## src/rtl/conv_frame_ctrl_pkg.sv

```systemverilog
// Shared frame geometry and sequencer state encodings for the convolution front end.
package conv_frame_ctrl_pkg;

   localparam int DEF_WIDTH       = 32;
   localparam int DEF_HEIGHT      = 32;
   localparam int DEF_KERNEL_SIZE = 3;
   localparam int DEF_CNT_W       = 6;

   typedef enum logic [2:0] {
      ST_IDLE   = 3'd0,
      ST_CLEAR  = 3'd1,
      ST_FILL   = 3'd2,
      ST_STREAM = 3'd3,
      ST_DRAIN  = 3'd4,
      ST_DONE   = 3'd5
   } state_t;

endpackage

```

## src/rtl/conv_frame_ctrl_pix_pos_counter.sv

```systemverilog
// Row/column position of the next pixel to be accepted; wraps columns at WIDTH.
module pix_pos_counter
   import conv_frame_ctrl_pkg::*;
#(
   parameter int WIDTH  = DEF_WIDTH,
   parameter int HEIGHT = DEF_HEIGHT,
   parameter int CNT_W  = DEF_CNT_W
) (
   input  logic             clk,
   input  logic             rst,
   input  logic             clear,
   input  logic             inc,
   output logic [CNT_W-1:0] row,
   output logic [CNT_W-1:0] col,
   output logic             last_col,
   output logic             last_pix
);

   assign last_col = (col == CNT_W'(WIDTH - 1));
   assign last_pix = last_col && (row == CNT_W'(HEIGHT - 1));

   always_ff @(posedge clk) begin
      if (rst || clear) begin
         row <= '0;
         col <= '0;
      end else if (inc) begin
         if (last_col) begin
            col <= '0;
            row <= row + CNT_W'(1);
         end else begin
            col <= col + CNT_W'(1);
         end
      end
   end

endmodule

```

## src/rtl/conv_frame_ctrl.sv

```systemverilog
// Frame sequencer: clears the line buffer, meters pixels in, and qualifies
// buffer outputs as complete windows with conv-engine backpressure.
module conv_frame_ctrl
   import conv_frame_ctrl_pkg::*;
#(
   parameter int WIDTH       = DEF_WIDTH,
   parameter int HEIGHT      = DEF_HEIGHT,
   parameter int KERNEL_SIZE = DEF_KERNEL_SIZE,
   parameter int CNT_W       = DEF_CNT_W
) (
   input  logic             clk,
   input  logic             rst,
   input  logic             start,
   output logic             busy,
   output logic             done,
   input  logic             src_valid,
   output logic             src_ready,
   output logic             buf_rstb,
   output logic             buf_read_valid,
   output logic             buf_win_ready,
   output logic             win_valid,
   input  logic             win_ready,
   output logic [CNT_W-1:0] win_row,
   output logic [CNT_W-1:0] win_col,
   output logic             win_last
);

   localparam logic [CNT_W-1:0] K_M1    = CNT_W'(KERNEL_SIZE - 1);
   localparam logic [CNT_W-1:0] ROW_END = CNT_W'(HEIGHT - 1);

   state_t           state;
   logic [CNT_W-1:0] row;
   logic [CNT_W-1:0] col;
   logic             last_col;
   logic             last_pix;
   logic             pos_clear;
   logic             accept;
   logic             qualify;
   logic             frame_end;

   assign busy           = (state != ST_IDLE);
   assign buf_rstb       = !(rst || state == ST_CLEAR);
   assign src_ready      = (state == ST_FILL || state == ST_STREAM) && (!win_valid || win_ready);
   assign accept         = src_valid && src_ready;
   assign buf_read_valid = accept;
   assign buf_win_ready  = src_ready;
   assign pos_clear      = (state == ST_CLEAR);

   // A pixel completes a window once it sits at or beyond the kernel's bottom-right corner.
   assign qualify   = (row >= K_M1) && (col >= K_M1);
   assign frame_end = accept && last_col && (row == ROW_END);

   pix_pos_counter #(
      .WIDTH  (WIDTH),
      .HEIGHT (HEIGHT),
      .CNT_W  (CNT_W)
   ) u_pos (
      .clk      (clk),
      .rst      (rst),
      .clear    (pos_clear),
      .inc      (accept),
      .row      (row),
      .col      (col),
      .last_col (last_col),
      .last_pix (last_pix)
   );

   always_ff @(posedge clk) begin
      if (rst) begin
         state     <= ST_IDLE;
         done      <= 1'b0;
         win_valid <= 1'b0;
         win_last  <= 1'b0;
         win_row   <= '0;
         win_col   <= '0;
      end else begin
         done <= 1'b0;

         // An accept can only happen when any held window is being consumed,
         // so the new pixel alone decides whether a window follows.
         if (state == ST_CLEAR) begin
            win_valid <= 1'b0;
            win_last  <= 1'b0;
            win_row   <= '0;
            win_col   <= '0;
         end else if (accept) begin
            win_valid <= qualify;
            if (qualify) begin
               win_row  <= row - K_M1;
               win_col  <= col - K_M1;
               win_last <= last_pix;
            end
         end else if (win_valid && win_ready) begin
            win_valid <= 1'b0;
         end

         case (state)
            ST_IDLE:   if (start) state <= ST_CLEAR;
            ST_CLEAR:  state <= ST_FILL;
            ST_FILL: begin
               if (frame_end)
                  state <= ST_DRAIN;
               else if (accept && row == K_M1)
                  state <= ST_STREAM;
            end
            ST_STREAM: if (frame_end) state <= ST_DRAIN;
            ST_DRAIN: begin
               if (!win_valid || win_ready) begin
                  state <= ST_DONE;
                  done  <= 1'b1;
               end
            end
            ST_DONE:   state <= ST_IDLE;
            default:   state <= ST_IDLE;
         endcase
      end
   end

endmodule
```

## config.mk

```make
export PLATFORM = sky130hd
export DESIGN_NAME = conv_frame_ctrl
export DESIGN_NICKNAME = d
export VERILOG_FILES = /design/src/rtl/conv_frame_ctrl_pkg.sv /design/src/rtl/conv_frame_ctrl_pix_pos_counter.sv /design/src/rtl/conv_frame_ctrl.sv
export SDC_FILE = /design/constraint.sdc
export NUM_CORES = 1
export LEC_CHECK = 0
export BUFFER_PORTS_ARGS = -buffer_cell sky130_fd_sc_hd__buf_2
export CAP_MARGIN = 20
export CORE_ASPECT_RATIO = 1.4
export CORE_MARGIN = 4
export CORE_UTILIZATION = 50
export CTS_CLUSTER_SIZE = 8
export DETAILED_ROUTE_END_ITERATION = 8
export PLACE_DENSITY = 0.69
export REMOVE_ABC_BUFFERS = 1
export SLEW_MARGIN = 10
export SYNTH_ARGS = -nofsm -noshare
export SYNTH_HDL_FRONTEND = slang
export SYNTH_SLANG_ARGS = --single-unit
```

## constraint.sdc

```tcl
create_clock -name clk -period 2.9 [get_ports clk]
set_clock_uncertainty 0.15 [all_clocks]
set_input_delay 0.29 -clock clk [delete_from_list [all_inputs] [get_ports clk]]
set_output_delay 0.29 -clock clk [all_outputs]
set_load 0.01 [all_outputs]
```

Word-level counts from Yosys, hierarchy flattened
Cells that the tools add are included.
Cells by class
  $add $sub $neg: 4
  reduce and logical (&&, ||, !) cells: 21
  mux-type cells: 10
  bitwise gates (word level): 1
  order comparisons: 2
  equality and inequality tests: 11
Operators by type and width (number)
  3-bit two-way mux: 5
  3-bit case mux with 5 select lines: 1
  6-bit by 1-bit adder with 6-bit output, second input constant: 2
  6-bit by 5-bit equality test with 1-bit output, second input constant: 2
  6-bit by 2-bit greater-or-equal comparator with 1-bit output, second input constant: 2
  6-bit by 2-bit subtractor with 6-bit output, second input constant: 2
  1-bit logical AND: 8
  3-bit by 2-bit equality test with 1-bit output, second input constant: 2
  6-bit by 2-bit equality test with 1-bit output, second input constant: 1
  6-bit two-way mux: 1
  2-bit inequality test, second input constant: 3
  2-bit AND reduction: 2
  4-bit AND reduction: 1
  2-bit OR reduction: 2
  3-bit by 1-bit equality test with 1-bit output, second input constant: 1
  3-bit equality test, second input constant: 1
  3-bit logical NOT: 1
  1-bit logical OR: 3
  1-bit two-way mux: 3
  3-bit by 2-bit inequality test with 1-bit output, second input constant: 1
  3-bit nonzero test: 1
  1-bit logical NOT: 2
  2-bit nonzero test: 1
  1-bit NOT: 1
Word-level totals
  input bits: 5
  register bits after elaboration: 30
  word-level logic and storage cells: 57
  output and inout bits: 20

Depth between registers and ports, before layout
Gate-level depths: netlist (run 1).
  depth in word-level cells: 8
  depth in mapped cells: 7
  mapped depth without buffers: 6

Modules after synthesis
A second synthesis (run 1) with hierarchy kept.
Unflattened totals
  cell total of the unflattened synthesis: 167
  area total of the unflattened synthesis: 1529.0 sq um
Modules (own cells, without submodules)
  conv_frame_ctrl: cells an instance 100, times used 1, area each 925.9 sq um, seq. area each 360.3 sq um
  pix_pos_counter: cells an instance 67, times used 1, area each 603.1 sq um, seq. area each 240.2 sq um

Worst setup path before layout (run 1)
OpenSTA, ideal clock, no wires.
  kind: reg2reg
  from: register u_pos.col[1]
  to: register win_last
  buffers on the path: 1
  required time: 2.680 ns
  library setup time: 0.070 ns
  data arrival time: 1.774 ns
  path slack: 0.906 ns
  clock period less this slack: 1.994 ns
  stages on the path, launching flop included: 7
  path through: dfxtp_1 ha_1 nand4_1 or3_1 buf_6 or4_4 a21oi_1
On the way
  cells in the longest elaborated chain, start to end: 3
  elaborated cells between the ends (all ways): 5
  those cells by class: order compare: 1; eq/ne: 1; reduce/logical: 3
RTL lines
  start: declaration: line conv_frame_ctrl_pix_pos_counter.sv:14  | output logic [CNT_W-1:0] col,
  start signal: assignment: line conv_frame_ctrl_pix_pos_counter.sv:31  | col <= col + CNT_W'(1);
  6-bit by 2-bit greater-or-equal comparator with 1-bit output: line conv_frame_ctrl.sv:50  | assign qualify = (row >= K_M1) && (col >= K_M1);
  1-bit logical AND: line conv_frame_ctrl.sv:50
  2-bit AND reduction (no line)
  end signal: assignment: line conv_frame_ctrl.sv:91  | win_last <= last_pix;
  end: declaration: line conv_frame_ctrl.sv:25  | output logic win_last
Parallel ways exist; a longest one is shown, timed or not.
A chain may end at the register's enable or synchronous reset.

Final worst setup path (run 1)
  from: register state[2]
  to: output port buf_read_valid
On the way
  cells in the longest elaborated chain, start to end: 4
  elaborated cells between the ends (all ways): 5
  those cells by class: eq/ne: 2; reduce/logical: 3
RTL lines
  start: declaration: line conv_frame_ctrl.sv:31  | state_t state;
  start signal: assignment: line conv_frame_ctrl.sv:70  | state <= ST_IDLE;
  start signal: assignment: line conv_frame_ctrl.sv:98  | ST_IDLE: if (start) state <= ST_CLEAR;
  start signal: assignment: line conv_frame_ctrl.sv:99  | ST_CLEAR: state <= ST_FILL;
  3-bit by 2-bit equality test with 1-bit output: line conv_frame_ctrl.sv:43  | assign src_ready = (state == ST_FILL || state == ST_STREAM) && (!win_valid || win_ready);
  1-bit logical OR (*): line conv_frame_ctrl.sv:43
  1-bit logical AND (*): line conv_frame_ctrl.sv:43
  1-bit logical AND (*): line conv_frame_ctrl.sv:44  | assign accept = src_valid && src_ready;
  end: declaration: line conv_frame_ctrl.sv:19  | output logic buf_read_valid,
Every way passes the cells marked *; elsewhere a longest branch is shown, timed or not.

==> results of run 1 <==
[per-layer routing]
layer | vias up | part of all wire | global-route usage
met4 | 0 | 0.024 | 0.122
met2 | 35 | 0.48 | 0.286
li1 | 652 | - | -
met3 | 9 | 0.053 | 0.0698
met1 | 594 | 0.44 | 0.206
met5 | - | 0 | 0
[state kept, by name (all words and copies together) (netlist names)]
signal / count
done: 1
state: 3
u_pos.col: 6
win_last: 1
win_row: 6
win_valid: 1
u_pos.row: 6
win_col: 6
[cell type report]
class                           count  area share
Tap cell                           37      0.0272
Clock buffer                        7      0.0508
Timing Repair Buffer               26      0.0795
Sequential cell                    30       0.353
Multi-Input combinational cell    119       0.467
Clock inverter                      1     0.00294
Inverter                            9      0.0199
[report_power, final]
part | internal, mW | switching, mW | total (mW)
Sequential | 0.416 | 0.00549 | 0.421
Clock | 0.191 | 0.151 | 0.342
Combinational | 0.0187 | 0.0352 | 0.0539
[layout by cell type (no fill, tap or decap), types with 2 or more instances in the layout]
master,instances
o21ai_0,7
nand4_1,5
or4_1,2
nand3_1,5
xor2_1,3
buf_2,24
ha_1,8
xnor2_1,7
nand2_1,5
inv_1,8
buf_4,2
a21oi_1,19
o31ai_1,2
a211oi_1,9
nor2_1,12
nor3_1,5
nand2b_1,2
or3_1,3
nor3b_1,2
nor4_1,5
dfxtp_1,30
clkbuf_8,6
[cell families after synthesis]
family,after synthesis,share of synthesized area
fa+ha+maj,8,0.0677
flops,30,0.406
xor+xnor,10,0.0593
buf+inv,18,0.0567
compound gates,44,0.182
simple gates,57,0.228
[cells in the mapped netlist (all sizes together), types with 2 or more instances]
master | n | area, sq um
or3 | 4 | 26.3
clkbuf | 5 | 18.8
ha | 8 | 100
a21oi | 19 | 95.1
o21ai | 7 | 35.0
o31ai | 2 | 15.0
xor2 | 3 | 26.3
nand3 | 6 | 35.0
or4 | 3 | 26.3
buf | 4 | 31.3
nand2b | 3 | 26.3
inv | 8 | 30.0
nor3b | 2 | 15.0
nor4 | 6 | 43.8
xnor2 | 7 | 61.3
nand4 | 5 | 31.3
nor3 | 5 | 25.0
a211oi | 9 | 67.6
dfxtp | 30 | 601
nand2 | 5 | 18.8
nor2 | 12 | 45.0
[critical path, stage by stage, from the launching register on]
cell      delay [ns]
dfxtp_1         0.44
and2b_2         0.27
nand3_2         0.18
clkinv_1        0.48
buf_2           0.31
[metrics by stage]
stage / hold WS [ns] / instance area [sq um] / utilization / instances / setup slack (ns)
after floorplan: 0.209 / 1430 / - / 158 / 0.917
after global placement: 0.316 / 1610 / 0.565 / 221 / 0.807
after detailed placement: 0.317 / 1610 / 0.565 / 221 / 0.755
after CTS: 0.0718 / 1700 / 0.597 / 229 / 0.517
after global routing: 0.0879 / 1700 / 0.597 / 229 / 0.380
final: 0.0818 / 1700 / 0.597 / 229 / 0.489
[worst paths after layout]
check,from,to,slack (ns),depth (start not counted)
setup / recovery,state[2],buf_read_valid,0.49,4
hold / removal,rst,state[2],0.08,2
setup reg to reg,u_pos.col[1],win_last,0.74,5
hold reg to reg,win_col[1],win_col[1],0.32,2
==> results.yml, run 1 <==
run_status:
  status: "finished, final reports clean"
pwr:
  powerDensity_mw_per_mm2: 481
  ir_worst_vdd_v: 0.000264
  total_power_uw: 818
  leakagePower_nw: 0.650
route:
  drcViolationCount: 0
  wire_per_inst_microns: 14.3
  vias: 1290
  first_iter_violations: 32
  drt_wl_total_microns: 3270
  ant_nets: 0
  drtPass1Iterations: 4
  viasPerCell: 5.63
grt:
  grt_max_degree: 27
  grt_pass1_wl_microns: 5240
  grt_pass1_vias: 1269
  gr-total-overflow: 0
  antenna_found_initial: 0
  grtUsageTotal: 0.185
synthesis:
  synth-edff-count: 0
  syn_area_per_cell_sq_um: 8.85
  synth_warnings: 0
  ys_seq_area_frac: 0.406
  syn_area_sq_mm: 0.00148
  synthCells: 167
  synth-seq-cells: 30
  yosysUniqueCellTypes: 42
  ys_async_sr_fraction: 0
  synth_ff_type: "dfxtp_1"
cts:
  clk_pin_slew_ns: 0.06
  cts_setup_buffers: 0
  clkLatencyLatePin_ns: 0.28
  cts_tree: "built"
  post_cts_resized: 0
  htreeDepth: 2
  hold_buffers: 0
  cts-root-buf: "clkbuf_8"
  numCtsBuffers: 5
  cts.sinks: 30
  cts.path.max_buffers: 2
die:
  die_w_microns: 53.9
  num_io_pins: 25
  die_h_microns: 72.3
  initial_core_util: 0.519
  num_rows: 23
  dieArea_sq_mm: 0.00390
  core_sq_mm: 0.00285
place:
  hpwl_microns: 2350
  portBuffers: 24
  gp_congestion: 0.783
timing:
  timing.fmax_mhz: 415
  worst_pin_slew_ns: 0.554
  rsz0062_at_grt: "no"
  final-max-slew-violation-count: 0
  layout_worst_path_cycle_share: 0.832
  hold_viol_final: 0
  slew_headroom: 0.629
  layout_min_cycle_time_ns: 2.41
  setup_viol: 0
  setup_tns_ns: 0
min_path:
  holdCritPathClass: "in -> reg"
worst_setup_path:
  cp.arrival_ns: 1.97
  cp-start-kind: "flip-flop"
  worstPathRequired_ns: 2.46
  end_kind: "output port"
  timing_worst_setup_path_type: "reg -> out"
  cp_max_fo: 17
cells_and_area:
  multi_input_area_sq_um: 793
  drive_gt1_frac: 0.208
  diodes: 0
  seq_area_sq_um: 601
  nNetsFinal: 204
  syn_to_final_growth_pct: 15.1
  fillers: 277
flow_run:
  max_cap_viol_count: 0
(Power assumes the default switching activity.)
==> inputs of run 2 (changes only) <==
Clock period 2.9 ns to 2.3 ns, I/O delays scaled along.
==> run 2 against run 1 <==
  * Final area is the same
  * Clock-buffer cell count is the same
  * Clock power grew 14%
  * Largest cell class unchanged
  * First-iteration DRC count shrank 22%
==> results.yml, run 2 (synthesis gave the netlist of run 1 again) <==
worst_setup_path:
  timing_worst_setup_path_type: "reg -> reg"
  cp-start-kind: "flip-flop"
  cp_max_fo: 8
  worstPathRequired_ns: 2.36
  end_kind: "flip-flop"
  cp.arrival_ns: 2.25
die:
  die_h_microns: 72.3
  die_w_microns: 53.9
  initial_core_util: 0.519
  num_io_pins: 25
  core_sq_mm: 0.00285
  num_rows: 23
  dieArea_sq_mm: 0.00390
cells_and_area:
  final_cell_mix: "dfxtp_1 (30), buf_2 (24), a21oi_1 (19), nor2_1 (12), a211oi_1 (9)"
  nNetsFinal: 206
  drive_gt1_frac: 0.207
  diodes: 0
  layout_commonest_cell: "dfxtp_1"
  fin_area_sq_mm: 0.00170
  fillers: 277
  syn_to_final_growth_pct: 15.1
  multi_input_area_sq_um: 793
  seq_area_sq_um: 601
route:
  ant_nets: 0
  drt_wl_total_microns: 3340
  wire_per_inst_microns: 14.5
  viasPerCell: 5.73
  drtPass1Iterations: 4
  vias: 1317
  first_iter_violations: 25
  drcViolationCount: 0
grt:
  gr-total-overflow: 0
  grt_pass1_wl_microns: 5790
  grt_pass1_vias: 1288
  grtUsageTotal: 0.202
  grt_max_degree: 27
  antenna_found_initial: 0
place:
  hpwl_microns: 2430
  portBuffers: 24
  placed_area_sq_mm: 0.00162
  gp_congestion: 0.812
timing:
  hold_viol_final: 0
  setup_tns_ns: 0
  worst_pin_slew_ns: 0.865
  setup_viol: 0
  timing.fmax_mhz: 456
  hold_slack_ns: 0.0279
  layout_min_cycle_time_ns: 2.19
  layout_worst_path_cycle_share: 0.953
  slew_headroom: 0.423
  final-max-slew-violation-count: 0
  rsz0062_at_grt: "no"
cts:
  post_cts_resized: 0
  clk_pin_slew_ns: 0.06
  numCtsBuffers: 5
  cts_setup_buffers: 0
  clkLatencyLatePin_ns: 0.28
  cts_tree: "built"
  htreeDepth: 2
  cts-root-buf: "clkbuf_8"
  cts.sinks: 30
  cts.path.max_buffers: 2
  hold_buffers: 0
pwr:
  ir_worst_vdd_v: 0.000582
  leakagePower_nw: 0.651
  total_power_uw: 990
  powerDensity_mw_per_mm2: 582
flow_run:
  max_cap_viol_count: 0
run_status:
  status: "finished, final reports clean"
min_path:
  holdCritPathClass: "in -> reg"
run 2: worst paths after layout:
path | from | endpoint | slack (ns) | cells past startpoint
min reg2reg | win_col[0] | win_col[0] | 0.32 | 2
max | u_pos.col[1] | win_last | 0.11 | 5
min | rst | state[2] | 0.03 | 2
max reg2reg | u_pos.col[1] | win_last | 0.11 | 5
run 2: layout make-up:
| cell class | count | area share |
|---|---|---|
| Tap cell | 37 | 0.0272 |
| Timing Repair Buffer | 28 | 0.0883 |
| Clock buffer | 7 | 0.0449 |
| Inverter | 9 | 0.0199 |
| Multi-Input combinational cell | 119 | 0.467 |
| Sequential cell | 30 | 0.353 |
run 2: layer usage:
layer,global-route usage,wire [microns],share of wire,vias up
met1,0.235,1440,0.43,617
met2,0.314,1590,0.48,37
met4,0.131,121,0.036,0
met5,0,0,0,-
met3,0.0575,180,0.054,10
li1,-,-,-,653
run 2: metrics by stage:
stage | util | std cells | setup WS [ns]
floorplan | - | 158 | 0.317
global placement | 0.570 | 223 | 0.140
detailed placement | 0.570 | 223 | 0.128
CTS | 0.597 | 230 | 0.111
global route | 0.597 | 230 | 0.0162
finish | 0.597 | 230 | 0.108
run 2: worst max-delay path, cell delays in order, from the launching register on:
cell	delay (ns)
dfxtp_1	0.45
ha_1	0.22
nand4_1	0.14
or3_1	0.47
or4_4	0.56
a21oi_1	0.13
run 2: power by group:
group / internal [mW] / switching (mW)
registers: 0.525 / 0.00699
clock network: 0.208 / 0.182
logic: 0.0256 / 0.0437
total: 0.758 / 0.232
